$ cat config.mk
export PLATFORM = sky130hd
export DESIGN_NAME = sd_sector_seq_flat
export DESIGN_NICKNAME = d
export VERILOG_FILES = /design/src/rtl/sd_sector_seq_if.sv /design/src/rtl/sd_sector_seq.sv /design/src/flat_wrapper.sv
export SDC_FILE = /design/constraint.sdc
export NUM_CORES = 1
export LEC_CHECK = 0
export ABC_AREA = 1
export CAP_MARGIN = 20
export CORE_ASPECT_RATIO = 1.1
export CORE_MARGIN = 3
export CORE_UTILIZATION = 40
export DETAILED_ROUTE_END_ITERATION = 10
export DONT_BUFFER_PORTS = 1
export SLEW_MARGIN = 20
export SYNTH_ARGS = -nofsm -noshare
export SYNTH_HDL_FRONTEND = slang
export SYNTH_SLANG_ARGS = --single-unit
export TNS_END_PERCENT = 5
$ cat constraint.sdc
create_clock -name clk -period 3.2 [get_ports clk]
set_clock_uncertainty 0.15 [all_clocks]
set_input_delay 0.16 -clock clk [delete_from_list [all_inputs] [get_ports clk]]
set_output_delay 0.16 -clock clk [all_outputs]
set_load 0.02 [all_outputs]
$ cat src/rtl/sd_sector_seq_if.sv
// Bundle between the image sequencer and its requester/SD-controller side.
// Request, start, done and abort lines are single-cycle pulses; the controller busy lines are level handshakes.
interface sd_sector_seq_if #(
    parameter int DW     = 16,
    parameter int SLOT_W = 2,
    parameter int LEN_W  = 10
);
    logic              sd_init_done;
    logic              save_req;
    logic              read_req;
    logic [SLOT_W-1:0] slot_sel;
    logic              test_mode;
    logic              abort;
    logic [LEN_W-1:0]  fifo_len;
    logic              wr_req;
    logic              wr_busy;
    logic              rd_busy;
    logic              rd_val_en;
    logic              wr_start_en;
    logic              rd_start_en;
    logic [31:0]       sec_addr;
    logic [DW-1:0]     pat_data;
    logic              data_sel;
    logic              wr_done;
    logic              rd_done;
    logic              abort_done;
    logic              rd_len_err;
    logic              busy;
    logic [2:0]        state;

    modport master (
        output sd_init_done, save_req, read_req, slot_sel, test_mode, abort,
               fifo_len, wr_req, wr_busy, rd_busy, rd_val_en,
        input  wr_start_en, rd_start_en, sec_addr, pat_data, data_sel,
               wr_done, rd_done, abort_done, rd_len_err, busy, state
    );

    modport slave (
        input  sd_init_done, save_req, read_req, slot_sel, test_mode, abort,
               fifo_len, wr_req, wr_busy, rd_busy, rd_val_en,
        output wr_start_en, rd_start_en, sec_addr, pat_data, data_sel,
               wr_done, rd_done, abort_done, rd_len_err, busy, state
    );
endinterface

$ cat src/rtl/sd_sector_seq.sv
// Sequences whole-image saves and reads on an SD card, one sector at a time,
// with per-sector read length checking and sector-granular abort.
module sd_sector_seq #(
    parameter int          DW          = 16,
    parameter int          SEC_WORDS   = 256,
    parameter int          IMG_SECTORS = 1200,
    parameter int          SLOTS       = 4,
    parameter int          SLOT_W      = 2,
    parameter logic [31:0] BASE_SEC    = 32'd16384,
    parameter int          LEN_W       = 10
) (
    input logic          clk,
    input logic          rst,
    sd_sector_seq_if.slave sd
);
    typedef enum logic [2:0] {
        IDLE      = 3'd0,
        WAIT_DATA = 3'd1,
        WR_START  = 3'd2,
        WR_BUSY   = 3'd3,
        RD_START  = 3'd4,
        RD_BUSY   = 3'd5,
        DONE      = 3'd6
    } state_t;

    state_t            state_q, state_d;
    logic              op_wr_q, op_wr_d;
    logic [SLOT_W-1:0] slot_q, slot_d;
    logic              test_q, test_d;
    logic [31:0]       sec_cnt_q, sec_cnt_d;
    logic [31:0]       sec_addr_q, sec_addr_d;
    logic [DW-1:0]     pat_q, pat_d;
    logic              seen_q, seen_d;
    logic [31:0]       rd_cnt_q, rd_cnt_d;
    logic              len_err_q, len_err_d;
    logic              abort_pend_q, abort_pend_d;
    logic              abort_done_q, abort_done_d;
    logic              wr_start, rd_start;
    logic [31:0]       rd_cnt_nx;
    logic              slot_ok, last_sec, stop;

    function automatic logic [31:0] addr_of(input logic [SLOT_W-1:0] s, input logic [31:0] c);
        return BASE_SEC + 32'(s) * 32'(IMG_SECTORS) + c;
    endfunction

    // Slot indices beyond the card layout are refused rather than aliased.
    assign slot_ok  = 32'(sd.slot_sel) < SLOTS;
    assign last_sec = (sec_cnt_q + 32'd1) == 32'(IMG_SECTORS);
    assign stop     = sd.abort || abort_pend_q;

    always_comb begin
        state_d      = state_q;
        op_wr_d      = op_wr_q;
        slot_d       = slot_q;
        test_d       = test_q;
        sec_cnt_d    = sec_cnt_q;
        sec_addr_d   = sec_addr_q;
        pat_d        = pat_q;
        seen_d       = seen_q;
        rd_cnt_d     = rd_cnt_q;
        len_err_d    = len_err_q;
        abort_done_d = 1'b0;
        wr_start     = 1'b0;
        rd_start     = 1'b0;
        rd_cnt_nx    = rd_cnt_q + 32'(sd.rd_val_en);
        case (state_q)
            IDLE: begin
                if (sd.sd_init_done && slot_ok && (sd.save_req || sd.read_req)) begin
                    op_wr_d    = sd.save_req;
                    slot_d     = sd.slot_sel;
                    test_d     = sd.test_mode;
                    sec_cnt_d  = 32'd0;
                    pat_d      = '0;
                    sec_addr_d = addr_of(sd.slot_sel, 32'd0);
                    state_d    = sd.save_req ? WAIT_DATA : RD_START;
                end
            end
            WAIT_DATA: begin
                if (sd.abort) begin
                    state_d      = IDLE;
                    abort_done_d = 1'b1;
                end else if (test_q || 32'(sd.fifo_len) >= 32'(SEC_WORDS)) begin
                    state_d = WR_START;
                end
            end
            WR_START: begin
                if (sd.abort) begin
                    state_d      = IDLE;
                    abort_done_d = 1'b1;
                end else begin
                    wr_start = 1'b1;
                    seen_d   = 1'b0;
                    state_d  = WR_BUSY;
                end
            end
            WR_BUSY: begin
                if (sd.wr_req) pat_d = pat_q + {{(DW-1){1'b0}}, 1'b1};
                if (sd.wr_busy) seen_d = 1'b1;
                if (seen_q && !sd.wr_busy) begin
                    sec_cnt_d  = sec_cnt_q + 32'd1;
                    sec_addr_d = addr_of(slot_q, sec_cnt_q + 32'd1);
                    if (stop) begin
                        state_d      = IDLE;
                        abort_done_d = 1'b1;
                    end else begin
                        state_d = last_sec ? DONE : WAIT_DATA;
                    end
                end
            end
            RD_START: begin
                if (sd.abort) begin
                    state_d      = IDLE;
                    abort_done_d = 1'b1;
                end else begin
                    rd_start = 1'b1;
                    seen_d   = 1'b0;
                    rd_cnt_d = 32'd0;
                    state_d  = RD_BUSY;
                end
            end
            RD_BUSY: begin
                rd_cnt_d = rd_cnt_nx;
                if (sd.rd_busy) seen_d = 1'b1;
                if (seen_q && !sd.rd_busy) begin
                    if (rd_cnt_nx != 32'(SEC_WORDS)) len_err_d = 1'b1;
                    sec_cnt_d  = sec_cnt_q + 32'd1;
                    sec_addr_d = addr_of(slot_q, sec_cnt_q + 32'd1);
                    if (stop) begin
                        state_d      = IDLE;
                        abort_done_d = 1'b1;
                    end else begin
                        state_d = last_sec ? DONE : RD_START;
                    end
                end
            end
            DONE:    state_d = IDLE;
            default: state_d = IDLE;
        endcase
        // Pending abort lives only while an operation is in flight.
        abort_pend_d = abort_pend_q || (sd.abort && state_q != IDLE);
        if (state_d == IDLE) abort_pend_d = 1'b0;
    end

    always_ff @(posedge clk or posedge rst) begin
        if (rst) begin
            state_q      <= IDLE;
            op_wr_q      <= 1'b0;
            slot_q       <= '0;
            test_q       <= 1'b0;
            sec_cnt_q    <= 32'd0;
            sec_addr_q   <= 32'd0;
            pat_q        <= '0;
            seen_q       <= 1'b0;
            rd_cnt_q     <= 32'd0;
            len_err_q    <= 1'b0;
            abort_pend_q <= 1'b0;
            abort_done_q <= 1'b0;
        end else begin
            state_q      <= state_d;
            op_wr_q      <= op_wr_d;
            slot_q       <= slot_d;
            test_q       <= test_d;
            sec_cnt_q    <= sec_cnt_d;
            sec_addr_q   <= sec_addr_d;
            pat_q        <= pat_d;
            seen_q       <= seen_d;
            rd_cnt_q     <= rd_cnt_d;
            len_err_q    <= len_err_d;
            abort_pend_q <= abort_pend_d;
            abort_done_q <= abort_done_d;
        end
    end

    assign sd.wr_start_en = wr_start;
    assign sd.rd_start_en = rd_start;
    assign sd.sec_addr    = sec_addr_q;
    assign sd.pat_data    = pat_q;
    assign sd.data_sel    = (state_q != IDLE) && op_wr_q && !test_q;
    assign sd.wr_done     = (state_q == DONE) && op_wr_q;
    assign sd.rd_done     = (state_q == DONE) && !op_wr_q;
    assign sd.abort_done  = abort_done_q;
    assign sd.rd_len_err  = len_err_q;
    assign sd.busy        = state_q != IDLE;
    assign sd.state       = state_q;
endmodule

$ cat src/flat_wrapper.sv
// flat-port wrapper written by rule: the top's interface ports become plain ports
module sd_sector_seq_flat 
#(
    parameter int          DW          = 16,
    parameter int          SEC_WORDS   = 256,
    parameter int          IMG_SECTORS = 1200,
    parameter int          SLOTS       = 4,
    parameter int          SLOT_W      = 2,
    parameter logic [31:0] BASE_SEC    = 32'd16384,
    parameter int          LEN_W       = 10
)
  (clk, rst, sd_sd_init_done, sd_save_req, sd_read_req, sd_slot_sel, sd_test_mode, sd_abort, sd_fifo_len, sd_wr_req, sd_wr_busy, sd_rd_busy, sd_rd_val_en, sd_wr_start_en, sd_rd_start_en, sd_sec_addr, sd_pat_data, sd_data_sel, sd_wr_done, sd_rd_done, sd_abort_done, sd_rd_len_err, sd_busy, sd_state);
  sd_sector_seq_if #(.DW(DW), .SLOT_W(SLOT_W), .LEN_W(LEN_W)) sd_i ();
  input logic clk;
  input logic rst;
  input wire logic [$bits(sd_i.sd_init_done)-1:0] sd_sd_init_done;
  input wire logic [$bits(sd_i.save_req)-1:0] sd_save_req;
  input wire logic [$bits(sd_i.read_req)-1:0] sd_read_req;
  input wire logic [$bits(sd_i.slot_sel)-1:0] sd_slot_sel;
  input wire logic [$bits(sd_i.test_mode)-1:0] sd_test_mode;
  input wire logic [$bits(sd_i.abort)-1:0] sd_abort;
  input wire logic [$bits(sd_i.fifo_len)-1:0] sd_fifo_len;
  input wire logic [$bits(sd_i.wr_req)-1:0] sd_wr_req;
  input wire logic [$bits(sd_i.wr_busy)-1:0] sd_wr_busy;
  input wire logic [$bits(sd_i.rd_busy)-1:0] sd_rd_busy;
  input wire logic [$bits(sd_i.rd_val_en)-1:0] sd_rd_val_en;
  output wire logic [$bits(sd_i.wr_start_en)-1:0] sd_wr_start_en;
  output wire logic [$bits(sd_i.rd_start_en)-1:0] sd_rd_start_en;
  output wire logic [$bits(sd_i.sec_addr)-1:0] sd_sec_addr;
  output wire logic [$bits(sd_i.pat_data)-1:0] sd_pat_data;
  output wire logic [$bits(sd_i.data_sel)-1:0] sd_data_sel;
  output wire logic [$bits(sd_i.wr_done)-1:0] sd_wr_done;
  output wire logic [$bits(sd_i.rd_done)-1:0] sd_rd_done;
  output wire logic [$bits(sd_i.abort_done)-1:0] sd_abort_done;
  output wire logic [$bits(sd_i.rd_len_err)-1:0] sd_rd_len_err;
  output wire logic [$bits(sd_i.busy)-1:0] sd_busy;
  output wire logic [$bits(sd_i.state)-1:0] sd_state;
  assign sd_i.sd_init_done = sd_sd_init_done;
  assign sd_i.save_req = sd_save_req;
  assign sd_i.read_req = sd_read_req;
  assign sd_i.slot_sel = sd_slot_sel;
  assign sd_i.test_mode = sd_test_mode;
  assign sd_i.abort = sd_abort;
  assign sd_i.fifo_len = sd_fifo_len;
  assign sd_i.wr_req = sd_wr_req;
  assign sd_i.wr_busy = sd_wr_busy;
  assign sd_i.rd_busy = sd_rd_busy;
  assign sd_i.rd_val_en = sd_rd_val_en;
  assign sd_wr_start_en = sd_i.wr_start_en;
  assign sd_rd_start_en = sd_i.rd_start_en;
  assign sd_sec_addr = sd_i.sec_addr;
  assign sd_pat_data = sd_i.pat_data;
  assign sd_data_sel = sd_i.data_sel;
  assign sd_wr_done = sd_i.wr_done;
  assign sd_rd_done = sd_i.rd_done;
  assign sd_abort_done = sd_i.abort_done;
  assign sd_rd_len_err = sd_i.rd_len_err;
  assign sd_busy = sd_i.busy;
  assign sd_state = sd_i.state;
  sd_sector_seq #(.DW(DW), .SEC_WORDS(SEC_WORDS), .IMG_SECTORS(IMG_SECTORS), .SLOTS(SLOTS), .SLOT_W(SLOT_W), .BASE_SEC(BASE_SEC), .LEN_W(LEN_W)) u_core (.clk(clk), .rst(rst), .sd(sd_i));
endmodule
==> results.toml <==
[status]
status = "complete, no violations"

[placed_design]
place_congestion = 0.925
dp.cells = 1408
place_area_sq_um = 8620
place_hpwl_um = 16800
port-buffer-count = 0

[sta]
drv_slew = 0
finalSetupViolations = 0
fmax_mhz = 314
fin_crit_sh_pct = 99.4
hold_viol_final = 0
setup-tns-final_ns = 0
worst_pin_slew_ns = 0.699
rsz0062_at_grt = "true"
relSlewSlack_pct = 53.3
period_minus_slack_ns = 3.18

[logic_synthesis]
yosys_warnings = 0
post-synth-top-area-cell = "dfrtp_1"
ys_seq_area_share_pct = 37.5
yosysTopAreaCellShare_pct = 37.5
avgSynthCellArea_sq_um = 7.07
syn-num-nets = 1164
async_reset_ff_share_pct = 100
synth-edff-count = 0
synth_cells = 1122
ys_ff_latch = 119
synth.most_common_cell = "nand2_1"
synth_common_cells = "nand2_1 (288), inv_1 (151), nor2_1 (142)"
yosys.cell_types.count = 50
syn_area_sq_um = 7930
netlist_top_cells_area = "dfrtp_1 (38%), nand2_1 (14%), inv_1 (7.1%)"
synth-main-ff-cell = "dfrtp_1"

[setup_path]
crit_slowest_cell = "dfrtp_1"
cp_data_arrival_time_ns = 3.32
crit_chain = "ha_2 -> buf_6 -> nand2_4 -> nor2_8 -> buf_12 -> nand3_4 -> xor2_4 -> ha_4 -> nand4_1 -> o211ai_1 -> nand2_1 -> buf_4 -> buf_4 -> buf_4 -> buf_4 -> buf_4 -> a21oi_2 -> o31ai_1"
slowest_delay_ns = 0.35
start_kind = "register"
cp_max_fo = 4
cp-end-kind = "register"
critPathKind = "reg -> reg"
required_ns = 3.34
critPathMostFrequentCell = "buf_4"

[global_route]
grt_pass1_wl_um = 38000
grt_pass1_vias = 7381
grt_use_met1_pct = 29.8
gr-usage-met2_pct = 34.2
gr-usage-met3_pct = 5.29
grt-busiest-layer = "met2"
globalRouteOverflowTotal = 0
track_usage_pct = 21.5
grt_max_degree = 120
antenna_found_initial = 0

[pwr]
power_w = 0.00550
power_leakage_nw = 4.39
ir_worst_vdd_mv = 0.392
pwr_density_cell_nw_per_um2 = 569

[floorplanning]
start_util_pct = 41.1
die_h_um = 154
io_pins = 82
die-area_sq_um = 21600
core_sq_um = 19300
rows = 53
dieWidth_um = 140

[clock_tree]
cts_buffer_depth = 2
cts.clk_slew.worst_paths_ns = 0.06
clock_sinks = 119
clock_latency_ns = 0.42
cts_tree = "done"
htree_levels = 4
numCtsBuffers = 17
clock-root-buffer = "clkbuf_16"

[routing]
firstDrtPassIters = 5
wl_per_cell_um = 15.7
avgViaCountPerCell = 5.16
dr_total_vias = 7566
ant_nets = 0
wirelength_um = 23100
drcViolationCount = 0
drt_iter0_drc = 500

[finish]
multi_input_comb_area_sq_um = 4430
layout.area.seq_sq_um = 2980
insertedDiodeCount = 0
fillers = 1932
nNetsFinal = 1249
fin_area_sq_um = 9670
drive_above_1_share_pct = 17.0
final-instance-count-excl-fill = 1467
syn2layout_area_growth_pct = 21.9

[flow_run]
drv_cap = 0

[hold_path]
hold_class = "in -> reg"
==> final timing paths <==
path / end / from / slack [ns] / cells after the start
min in group asynchronous: u_core.sd.sec_addr[30]$_DFFE_PP0P_ / rst / 0.24 / 3
worst min-delay path: u_core.sd.pat_data[8]$_DFFE_PP0P_ / sd_sd_init_done / 0.04 / 4
worst min register to register: u_core.rd_cnt_q[0]$_DFFE_PP0P_ / u_core.rd_cnt_q[0]$_DFFE_PP0P_ / 0.37 / 2
worst max register to register: u_core.sd.sec_addr[13]$_DFFE_PP0P_ / u_core.sd.sec_addr[1]$_DFFE_PP0P_ / 0.02 / 18
max in group asynchronous: u_core.sd.sec_addr[2]$_DFFE_PP0P_ / rst / 2.11 / 3
worst max-delay path: u_core.sd.sec_addr[13]$_DFFE_PP0P_ / u_core.sd.sec_addr[1]$_DFFE_PP0P_ / 0.02 / 18
==> layout make-up <==
type | count | share of cell area [%]
Multi-Input combinational cell | 817 | 45.8
Timing Repair Buffer | 88 | 7.46
Clock inverter | 13 | 1.86
Tap cell | 247 | 3.20
Sequential cell | 119 | 30.8
Clock buffer | 19 | 4.48
Inverter | 164 | 6.40
==> timing repair <==
item,in CTS,in global routing
cloned,0,0
pin swaps,12,24
hold endpoints to repair,143,0
endpoints found under the setup margin,14,20
buffers inserted,9,5
hold buffers,13,0
gates resized for setup,18,29
==> placed cells by master (no fill, tap or decap), types with 9 or more instances in the layout <==
master	instances
inv_2	13
dfrtp_1	118
nand3_1	71
nand2_1	282
o21ai_1	13
dlygate4sd3_1	13
ha_1	13
nand4_1	21
clkbuf_16	17
nor3_1	28
o22ai_1	43
nand2_4	9
o21ai_0	37
xor2_1	29
nor2_2	16
nand2_2	14
buf_4	72
a21oi_1	23
nor2_1	139
inv_1	149
==> per-stage QoR <==
stage               setup WS [ns]  util [%]  hold slack (ns)
global route               -0.168      50.1            0.136
global placement           -0.100      44.6            0.130
floorplan                  0.0501         -            0.131
finish                     0.0195      50.1           0.0426
CTS                       0.00310      49.2           0.0290
detailed placement         -0.138      44.6            0.134
==> worst max-delay path, delay by kind of cell (launching register included) <==
family                     cells  cell delay [ns]
and+or+nand+nor                5             0.51
adders and majority gates      2             0.49
AOI/OAI and AO/OA              3             0.42
buffers and inverters          7             0.89
DFF                            1             0.35
xor gates and xnor gates       1             0.22
==> where the power goes <==
| part | internal, W | total (W) | leakage (nW) | switching [W] |
|---|---|---|---|---|
| combinational | 0.000514 | 0.00155 | 2.48 | 0.00103 |
| clock | 0.00130 | 0.00203 | 0.293 | 0.000727 |
| sequential | 0.00168 | 0.00193 | 1.62 | 0.000245 |
==> registers in the layout (all words and copies together), names as in the netlist <==
signal and count:
u_core.abort_pend_q 1, u_core.op_wr_q 1, u_core.rd_cnt_q 32, u_core.sd.abort_done 1, u_core.sd.pat_data 16, u_core.sd.rd_len_err 1, u_core.sd.sec_addr 32, u_core.sd.state 3
u_core.sec_cnt_q 28, u_core.seen_q 1, u_core.slot_q 2, u_core.test_q 1
==> routing by layer <==
metal / vias up / share of wire [%]
met4: 0 / 1.2
met1: 3522 / 46
met3: 24 / 6.5
met2: 213 / 46
met5: - / 0
li1: 3807 / -
==> cells by family (layout without fill, tap and decap cells) <==
| group | Yosys count | in the layout | synth area share, % |
|---|---|---|---|
| compound gates | 145 | 145 | 10.9 |
| xor+xnor | 37 | 37 | 4.51 |
| fa+ha+maj | 19 | 19 | 3.09 |
| buf+inv | 186 | 284 | 9.18 |
| flops | 119 | 119 | 37.5 |
| simple gates | 616 | 616 | 34.8 |
Note: power is estimated with default switching activity, not from simulation.
